`src/rtl/fetch_pkg.sv`:
```
// Shared types and default widths for the instruction-fetch sequencer.
package fetch_pkg;

    localparam int DEFAULT_ADDR_W = 7;
    localparam int DEFAULT_DATA_W = 16;

    typedef enum logic [1:0] {
        FETCH = 2'd0,
        LATCH = 2'd1,
        HOLD  = 2'd2,
        HALT  = 2'd3
    } fetch_state_t;

endpackage

```
`src/rtl/pc_counter.sv`:
```
// Program counter: load has priority over increment; increment wraps modulo 2^ADDR_W.
module pc_counter #(
    parameter int                ADDR_W   = 7,
    parameter logic [ADDR_W-1:0] RESET_PC = '0
) (
    input  logic              clock,
    input  logic              reset_n,
    input  logic              load,
    input  logic [ADDR_W-1:0] load_val,
    input  logic              inc,
    output logic [ADDR_W-1:0] pc
);

    always_ff @(posedge clock or negedge reset_n) begin
        if (!reset_n) begin
            pc <= RESET_PC;
        end else if (load) begin
            pc <= load_val;
        end else if (inc) begin
            pc <= pc + 1'b1;
        end
    end

endmodule

```
`src/rtl/fetch_sequencer.sv`:
```
// Instruction-fetch controller: drives the synchronous ROM, latches the IR and
// hands instructions to decode over a valid/ready handshake.
module fetch_sequencer
    import fetch_pkg::*;
#(
    parameter int                ADDR_W   = DEFAULT_ADDR_W,
    parameter int                DATA_W   = DEFAULT_DATA_W,
    parameter logic [ADDR_W-1:0] RESET_PC = '0
) (
    input  logic              clock,
    input  logic              reset_n,
    output logic [ADDR_W-1:0] rom_addr,
    input  logic [DATA_W-1:0] rom_q,
    output logic [DATA_W-1:0] ir,
    output logic [ADDR_W-1:0] ir_pc,
    output logic              ir_valid,
    input  logic              ir_ready,
    input  logic              redirect,
    input  logic [ADDR_W-1:0] redirect_pc,
    input  logic              halt,
    output logic              halted
);

    fetch_state_t      state;
    fetch_state_t      next_state;
    logic [ADDR_W-1:0] pc;
    logic              pc_inc;
    logic              ir_load;

    // A redirect in LATCH drops the ROM word, so neither the IR nor the PC advance.
    assign ir_load  = (state == LATCH) && !redirect;
    assign pc_inc   = ir_load;
    assign rom_addr = pc;

    pc_counter #(
        .ADDR_W   (ADDR_W),
        .RESET_PC (RESET_PC)
    ) u_pc_counter (
        .clock    (clock),
        .reset_n  (reset_n),
        .load     (redirect),
        .load_val (redirect_pc),
        .inc      (pc_inc),
        .pc       (pc)
    );

    always_ff @(posedge clock or negedge reset_n) begin
        if (!reset_n) begin
            state <= FETCH;
        end else begin
            state <= next_state;
        end
    end

    always_comb begin
        next_state = state;
        unique case (state)
            FETCH:   next_state = halt ? HALT : LATCH;
            LATCH:   next_state = HOLD;
            HOLD:    next_state = ir_ready ? FETCH : HOLD;
            HALT:    next_state = halt ? HALT : FETCH;
            default: next_state = FETCH;
        endcase
        if (redirect) begin
            next_state = FETCH;
        end
    end

    always_ff @(posedge clock or negedge reset_n) begin
        if (!reset_n) begin
            ir       <= '0;
            ir_pc    <= '0;
            ir_valid <= 1'b0;
            halted   <= 1'b0;
        end else begin
            halted <= (next_state == HALT);
            if (ir_load) begin
                ir       <= rom_q;
                ir_pc    <= pc;
                ir_valid <= 1'b1;
            end else if (redirect || ((state == HOLD) && ir_ready)) begin
                ir_valid <= 1'b0;
            end
        end
    end

endmodule

```
`config.mk`:
```
export PLATFORM = sky130hd
export DESIGN_NAME = fetch_sequencer
export DESIGN_NICKNAME = d
export VERILOG_FILES = /design/src/rtl/fetch_pkg.sv /design/src/rtl/pc_counter.sv /design/src/rtl/fetch_sequencer.sv
export SDC_FILE = /design/constraint.sdc
export NUM_CORES = 1
export LEC_CHECK = 0
export CORE_UTILIZATION = 41
export DETAILED_ROUTE_END_ITERATION = 8
export PLACE_DENSITY = 0.76
export RECOVER_POWER = 25
export SYNTH_ARGS = -nofsm -noshare
export SYNTH_HDL_FRONTEND = slang
export SYNTH_HIERARCHICAL = 1
export SYNTH_SLANG_ARGS = --single-unit
```
`constraint.sdc`:
```
create_clock -name clock -period 2.2 [get_ports clock]
set_clock_uncertainty 0.2 [all_clocks]
set_input_delay 0.44 -clock clock [delete_from_list [all_inputs] [get_ports clock]]
set_output_delay 0.44 -clock clock [all_outputs]
set_load 0.02 [all_outputs]
```
==> results.yml, run 1 <==
setup_path:
  startpoint: "u_pc_counter/pc[4]$_DFFE_PN0P_"
  slowest_delay_ps: 640
  path_depth: 1
  crit_family: "buffers and inverters"
  cp_max_fo: 5
  crit_buf_inv: 1
  cp_slowest_cell: "clkdlybuf4s50_1"
  start_kind: "flop"
  path_cells: "clkdlybuf4s50_1"
  end_kind: "output pin"
  critical_path_required_ps: 1560
  crit_type: "flop to output pin"
  r2r-start: "state[1]$_DFF_PN0_"
  reg2reg_depth: 4
  timing.critical_path.arrival_ps: 1430
synthesis:
  yosysWarningCount: 6
  yosysTopAreaCell: "dfrtp_1"
  synthesis.nets: 134
  ys_seq_area_frac: 0.608
  avgSynthCellArea_um2: 13.3
  synth_edf_count: 0
  async_reset_ff_frac: 1.00
  synth-seq-cells: 34
  synth_area_um2: 1400
  synthCells: 105
  synth_top_area_frac: 0.608
  synth_most_common_cell: "dfrtp_1"
  synth_area_leaders: "dfrtp_1, mux2_2, mux2_1"
  synthFlopType: "dfrtp_1"
  netlist_top_cells_count: "dfrtp_1, mux2_2, mux2_1, nand2_1, o21ai_0"
  synth.distinct_cells: 24
layout:
  final_cell_area_um2: 2130
  fillCellCount: 247
  finalNetCount: 202
  n_antenna_cell: 0
  layout-drive-gt1-share: 0.167
  syn_to_final_growth_pct: 52.0
power:
  pwr-share-comb: 0.396
  power_frac_seq: 0.430
  switchingPower_mw: 0.680
  peakVddDrop_uv: 541
  leakage_nw: 0.875
  p_sw_frac: 0.327
  pwr-share-clk: 0.174
  p_int_mw: 1.40
  p_per_area_nw_per_um2: 980
timing:
  fmax_ghz: 0.482
  drv_slew: 0
  finalCritPeriodShare: 0.943
  grt_setup_unrepaired: "no"
  finalHoldViolations: 0
  tightest_slew_ps: 801
  hold_slack_ps: 299
  setup_viol: 0
  period_needed_ps: 2070
  fin_tns_setup_ps: 0
  relSlewSlack: 0.466
grt:
  grt_pass1_wl_mm: 4.56
  grt_pass1_vias: 1028
  grt.total_usage: 0.178
  antenna_found_initial: 0
  grt_max_degree: 35
  gr-total-overflow: 0
clock_network:
  cts_buffers: 5
  cts_tree: "built"
  insertion_delay_ps: 340
  clk_path_buf_depth: 2
  htreeDepth: 2
  cts.sinks: 34
  cts_resized: 0
  cts_setup_buffers: 0
  clk_pin_slew_ps: 100
  cts_root_buf: "clkbuf_4"
  cts-hold-fix-buffers: 0
floorplan:
  ios: 60
  dieWidth_um: 60.4
  core_area_um2: 3150
  die_area_um2: 3650
  die_y_um: 60.4
  initial_core_util: 0.444
  core.rowCount: 20
status:
  status: "finished clean"
routing:
  first_pass_iters: 6
  drc: 0
  vias: 1088
  wl_mm: 3.02
  wl_per_cell_um: 13.8
  ant_nets: 0
  drt_iter0_drc: 31
  viasPerCell: 4.99
hold_path:
  hold_path_class: "flop to flop"
  hold_depth: 1
  min_from: "ir[3]$_DFFE_PN0P_"
placed_design:
  dp.final_hpwl_mm: 2.21
  place_area_um2: 2070
  gp_congestion: 0.806
  port_buffers: 59
run:
  max-cap-violations: 0
## layout make-up
class	instances	area, um^2	share of cell area
sequential	34	851	0.400
timing repair buffer	64	638	0.300
multi-input combinational	65	510	0.240
clock buffer	7	55.1	0.0259
tap	44	55.1	0.0259
inverter	3	11.3	0.00530
clock inverter	1	5.00	0.00235
## metrics by stage
step,setup WS (ps),util,total power [mW],std cells
after global placement,89.7,0.656,1.72,210
after CTS,103,0.675,2.11,218
after global routing,69.2,0.674,2.20,218
final,126,0.674,2.08,218
after floorplan,326,-,1.29,105
after detailed placement,33.2,0.656,1.75,210
## state kept, by name, indices dropped and copies added, names as in the netlist
register / cells
ir: 16
ir_pc: 7
u_pc_counter/pc: 7
state: 2
halted: 1
ir_valid: 1
## layout by cell type (no fill, tap or decap), types with 2 or more instances in the layout
| cell | n |
|---|---|
| clkbuf_4 | 5 |
| nand2_1 | 9 |
| or3_1 | 2 |
| nand2b_1 | 2 |
| xor2_1 | 3 |
| nand4_1 | 2 |
| buf_4 | 3 |
| nor2_1 | 3 |
| dfrtp_1 | 34 |
| a21oi_1 | 3 |
| clkdlybuf4s50_1 | 58 |
| a31oi_1 | 2 |
| o21ai_0 | 8 |
| mux2_1 | 9 |
| mux2_2 | 14 |
| inv_1 | 2 |
## path summary, 6_finish.rpt
kind / endpoint / slack [ps]
max: rom_addr[4] / 130
min: ir[3]$_DFFE_PN0P_ / 300
max reg2reg: u_pc_counter/pc[6]$_DFFE_PN0P_ / 490
min reg2reg: ir[3]$_DFFE_PN0P_ / 300
max in group asynchronous: ir[10]$_DFFE_PN0P_ / 790
min in group asynchronous: ir_pc[5]$_DFFE_PN0P_ / 500
## power groups by stage
| stage | Sequential (mW) | Clock [mW] | Combinational [mW] |
|---|---|---|---|
| floorplan | 1.11 | 0 | 0.178 |
| finish | 0.896 | 0.362 | 0.825 |
| global placement | 0.900 | 0 | 0.822 |
| global route | 0.919 | 0.402 | 0.882 |
| CTS | 0.899 | 0.376 | 0.837 |
| detailed placement | 0.914 | 0 | 0.835 |
## layer usage
layer | wire length [um] | vias to the layer above | GRT usage
met3 | 257 | 5 | 0.0512
met1 | 1170 | 527 | 0.201
li1 | - | 502 | -
met5 | 0 | - | 0
met2 | 1540 | 54 | 0.300
met4 | 51 | 0 | 0.107
## cells by family after synthesis
kind of cell             count (synthesis)  share of synthesized area
AO/OA/AOI/OAI                           15                     0.0599
XOR/XNOR                                 4                     0.0250
adder cells (fa/ha/maj)                  1                    0.00894
buffers and inverters                    6                     0.0268
flip-flops                              34                      0.608
multiplexers                            24                      0.192
AND/OR/NAND/NOR                         21                     0.0787
(Power assumes the default switching activity.)
==> run 2, diff against run 1 <==
Settings changed: CORE_UTILIZATION 41 to 27, CTS_CLUSTER_DIAMETER set to 40, PLACE_DENSITY 0.76 to 0.53, SLEW_MARGIN set to 20.
==> results.yml, run 2 (synthesis results as in run 1) <==
status:
  status: "finished clean"
layout:
  final_cell_mix: "clkdlybuf4s50_1, dfrtp_1, mux2_2"
  final_cell_area_um2: 2180
  largestRegisters: "ir: 16 flops, ir_pc: 7 flops, u_pc_counter/pc: 7 flops"
  fin_cells: 242
  utilization: 0.449
  mostFrequentLayoutCell: "clkdlybuf4s50_1"
  largest_reg_flops: 16
  layout-drive-gt1-share: 0.177
  top_register: "ir"
  syn_to_final_growth_pct: 55.7
  n_antenna_cell: 0
  finalNetCount: 203
  fillCellCount: 474
clock_network:
  insertion_delay_ps: 270
  cts_tree: "built"
  cts_root_buf: "clkbuf_8"
  cts-hold-fix-buffers: 0
  clk_pin_slew_ps: 70
  clk_path_buf_depth: 2
  cts.sinks: 34
  cts_setup_buffers: 0
  cts_buffers: 5
  htreeDepth: 2
  cts_resized: 0
grt:
  grt_pass1_vias: 1065
  gr-total-overflow: 0
  antenna_found_initial: 0
  grt_pass1_wl_mm: 5.11
  grt.total_usage: 0.130
  grt_max_degree: 35
power:
  p_int_mw: 1.50
  peakVddDrop_uv: 418
  switchingPower_mw: 0.688
  power_frac_seq: 0.410
  pwr-share-comb: 0.380
  p_total_mw: 2.19
  pwr-share-clk: 0.211
  p_per_area_nw_per_um2: 1000
  p_sw_frac: 0.314
  leakage_nw: 0.891
timing:
  finalCritPeriodShare: 0.911
  finalHoldViolations: 0
  tightest_slew_ps: 832
  grt_setup_unrepaired: "no"
  hold_slack_ps: 50.1
  fmax_ghz: 0.499
  relSlewSlack: 0.445
  fin_tns_setup_ps: 0
  setup_ws_ps: 196
  drv_slew: 0
  setup_viol: 0
  period_needed_ps: 2000
setup_path:
  cp_max_fo: 5
  crit_family: "buffers and inverters"
  crit_type: "flop to output pin"
  start_kind: "flop"
  critical_path_required_ps: 1560
  end_kind: "output pin"
  timing.critical_path.arrival_ps: 1360
  crit_buf_inv: 1
  slowest_delay_ps: 640
  path_cells: "clkdlybuf4s50_1"
  cp_slowest_cell: "clkdlybuf4s50_1"
placed_design:
  port_buffers: 59
  dp_slack_ps: 7.87
  gp_congestion: 0.777
  dp.final_hpwl_mm: 2.39
  place_area_um2: 2090
  dp_cells: 234
floorplan:
  initial_core_util: 0.289
  dieWidth_um: 74.0
  core.rowCount: 25
  die_area_um2: 5470
  ios: 60
  die_y_um: 74.0
  core_area_um2: 4850
routing:
  drc: 0
  drt_iter0_drc: 78
  vias: 1083
  viasPerCell: 4.48
  first_pass_iters: 4
  wl_per_cell_um: 13.3
  ant_nets: 0
  wl_mm: 3.23
run:
  max-cap-violations: 0
hold_path:
  hold_path_class: "input port to asynchronous set/reset pin"
-- run 2: metal layers --
metal  part of all wire  track usage  vias to the layer above
met5                  0            0                        -
met4             0.0068       0.0513                        0
met3              0.059       0.0596                        2
met2               0.51        0.205                       35
met1               0.42        0.154                      534
li1                   -            -                      512
-- run 2: final timing paths --
path                                                       end                            from  slack (ps)  cells after the start
worst max register to register  u_pc_counter/pc[6]$_DFFE_PN0P_              state[1]$_DFF_PN0_         380                      4
worst max-delay path                               rom_addr[0]  u_pc_counter/pc[0]$_DFFE_PN0P_         200                      1
worst min register to register               ir[3]$_DFFE_PN0P_               ir[3]$_DFFE_PN0P_         290                      1
worst min-delay path                        ir[12]$_DFFE_PN0P_                         reset_n          50                      1
max in group asynchronous                 ir_pc[3]$_DFFE_PN0P_                         reset_n        1230                      1
min in group clock                           ir[3]$_DFFE_PN0P_               ir[3]$_DFFE_PN0P_         290                      1
-- run 2: power by group through the flow --
stage / sequential, mW / clock, mW / combinational (mW)
4_1_cts: 0.900 / 0.488 / 0.842
3_5_place_dp: 0.911 / 0 / 0.839
6_report: 0.897 / 0.461 / 0.831
5_1_grt: 0.921 / 0.522 / 0.882
2_1_floorplan: 1.11 / 0 / 0.178
3_3_place_gp: 0.903 / 0 / 0.827
-- run 2: final cells by class --
type | count | area [um^2] | area share
multi-input combinational | 65 | 510 | 0.234
tap | 67 | 83.8 | 0.0385
clock buffer | 7 | 86.3 | 0.0396
timing repair buffer | 65 | 631 | 0.289
clock inverter | 1 | 5.00 | 0.00230
sequential | 34 | 851 | 0.391
inverter | 3 | 11.3 | 0.00517
-- run 2: worst register-to-register path, delay by kind of cell (launching register included) --
| family | cells | cell delay (ps) |
|---|---|---|
| AO/OA/AOI/OAI | 1 | 210 |
| AND/OR/NAND/NOR | 3 | 830 |
| flip-flops | 1 | 480 |
==> run 3, diff against run 2 <==
Settings changed: HOLD_SLACK_MARGIN set to 0.06, PLACE_DENSITY 0.53 to not set, SLEW_MARGIN 20 to 30.
==> results.yml, run 3 (synthesis results as in run 1) <==
status:
  status: "finished clean"
grt:
  grt_max_degree: 35
  gr-total-overflow: 0
  grt_pass1_vias: 1077
  grt_pass1_wl_mm: 5.04
  grt.total_usage: 0.126
  antenna_found_initial: 0
setup_path:
  start_kind: "flop"
  crit_family: "buffers and inverters"
  end_kind: "output pin"
  startpoint: "u_pc_counter/pc[2]$_DFFE_PN0P_"
  crit_type: "flop to output pin"
  cp_max_fo: 5
  timing.critical_path.arrival_ps: 1380
  crit_buf_inv: 1
  slowest_delay_ps: 640
  r2r-start: "state[1]$_DFF_PN0_"
  cp_slowest_cell: "clkdlybuf4s50_1"
  critical_path_required_ps: 1560
  path_cells: "clkdlybuf4s50_1"
routing:
  wl_met3_um: 245
  ant_nets: 0
  drt-met1-wl_mm: 1.28
  drt_iter0_drc: 30
  wl_mm: 3.22
  viasPerCell: 4.47
  wl_per_cell_um: 13.2
  drc: 0
  dr_wl_met2_mm: 1.67
  routed.top_layer: "met4"
  vias: 1090
  first_pass_iters: 3
layout:
  largestRegisters: "ir: 16 flops, ir_pc: 7 flops, u_pc_counter/pc: 7 flops"
  layout-drive-gt1-share: 0.175
  top_register: "ir"
  syn_to_final_growth_pct: 58.1
  largest_reg_flops: 16
  utilization: 0.456
  finalNetCount: 205
  mostFrequentLayoutCell: "clkdlybuf4s50_1"
  n_antenna_cell: 0
  final_cell_mix: "clkdlybuf4s50_1, dfrtp_1, mux2_2"
  fin_cells: 244
power:
  peakVddDrop_uv: 474
  p_sw_frac: 0.302
  p_per_area_nw_per_um2: 1030
  p_total_mw: 2.28
  switchingPower_mw: 0.689
  leakage_nw: 0.905
  pwr-share-clk: 0.240
  pwr-share-comb: 0.363
  power_frac_seq: 0.397
  p_int_mw: 1.59
clock_network:
  cts_setup_buffers: 0
  cts_resized: 0
  cts_tree: "built"
  cts_root_buf: "clkbuf_8"
  cts.sinks: 34
  clk_pin_slew_ps: 60
  htreeDepth: 2
  clk_path_buf_depth: 2
  cts-hold-fix-buffers: 0
  insertion_delay_ps: 280
  cts_buffers: 5
timing:
  finalCritPeriodShare: 0.919
  setup_viol: 0
  period_needed_ps: 2020
  finalHoldViolations: 0
  tightest_slew_ps: 831
  setup_ws_ps: 178
  grt_setup_unrepaired: "no"
  fmax_ghz: 0.494
  fin_tns_setup_ps: 0
  drv_slew: 0
  relSlewSlack: 0.446
placed_design:
  dp.final_hpwl_mm: 2.40
  dp_cells: 236
  gp_congestion: 0.690
  dp_slack_ps: 16.2
  port_buffers: 59
floorplan:
  die_y_um: 74.0
  ios: 60
  core_area_um2: 4850
  dieWidth_um: 74.0
  initial_core_util: 0.289
  core.rowCount: 25
  die_area_um2: 5470
hold_path:
  hold_path_class: "flop to flop"
  min_from: "ir_pc[3]$_DFFE_PN0P_"
run:
  max-cap-violations: 0
-- run 3: layout make-up --
type / instances / area [um^2]
inverters: 3 / 11.3
repair buffers: 67 / 648
flip-flops and latches: 34 / 851
fillers: 455 / 2640
well taps: 67 / 83.8
clock inverters: 1 / 30.0
clock buffers: 7 / 76.3
multi-input cells: 65 / 510
-- run 3: final timing paths --
check                                                 end  slack (ps)  cells after the start
hold / removal                       ir_pc[3]$_DFFE_PN0P_         290                      1
max in group asynchronous            ir_pc[3]$_DFFE_PN0P_         680                      2
hold reg to reg                      ir_pc[3]$_DFFE_PN0P_         290                      1
setup / recovery                              rom_addr[2]         180                      1
min in group asynchronous               ir[4]$_DFFE_PN0P_         580                      2
setup reg to reg           u_pc_counter/pc[6]$_DFFE_PN0P_         410                      4
-- run 3: layer usage --
metal  GRT usage  vias to the layer above
met5           0                        -
met4      0.0406                        0
met3      0.0501                        5
met2       0.221                       39
met1       0.139                      537
li1            -                      509
-- run 3: power by group through the flow --
stage	sequential, mW	clock, mW	combinational (mW)
6_report	0.904	0.547	0.828
5_1_grt	0.933	0.601	0.881
4_1_cts	0.908	0.573	0.839
3_5_place_dp	0.917	0	0.837
3_3_place_gp	0.905	0	0.829
2_1_floorplan	1.11	0	0.178
-- run 3: through the flow --
step                      hold WS, ps  cell area [um^2]
after floorplan                 -55.6              1400
after global placement            268              2110
after detailed placement          276              2110
after CTS                         291              2210
after global routing              308              2210
final                             286              2210
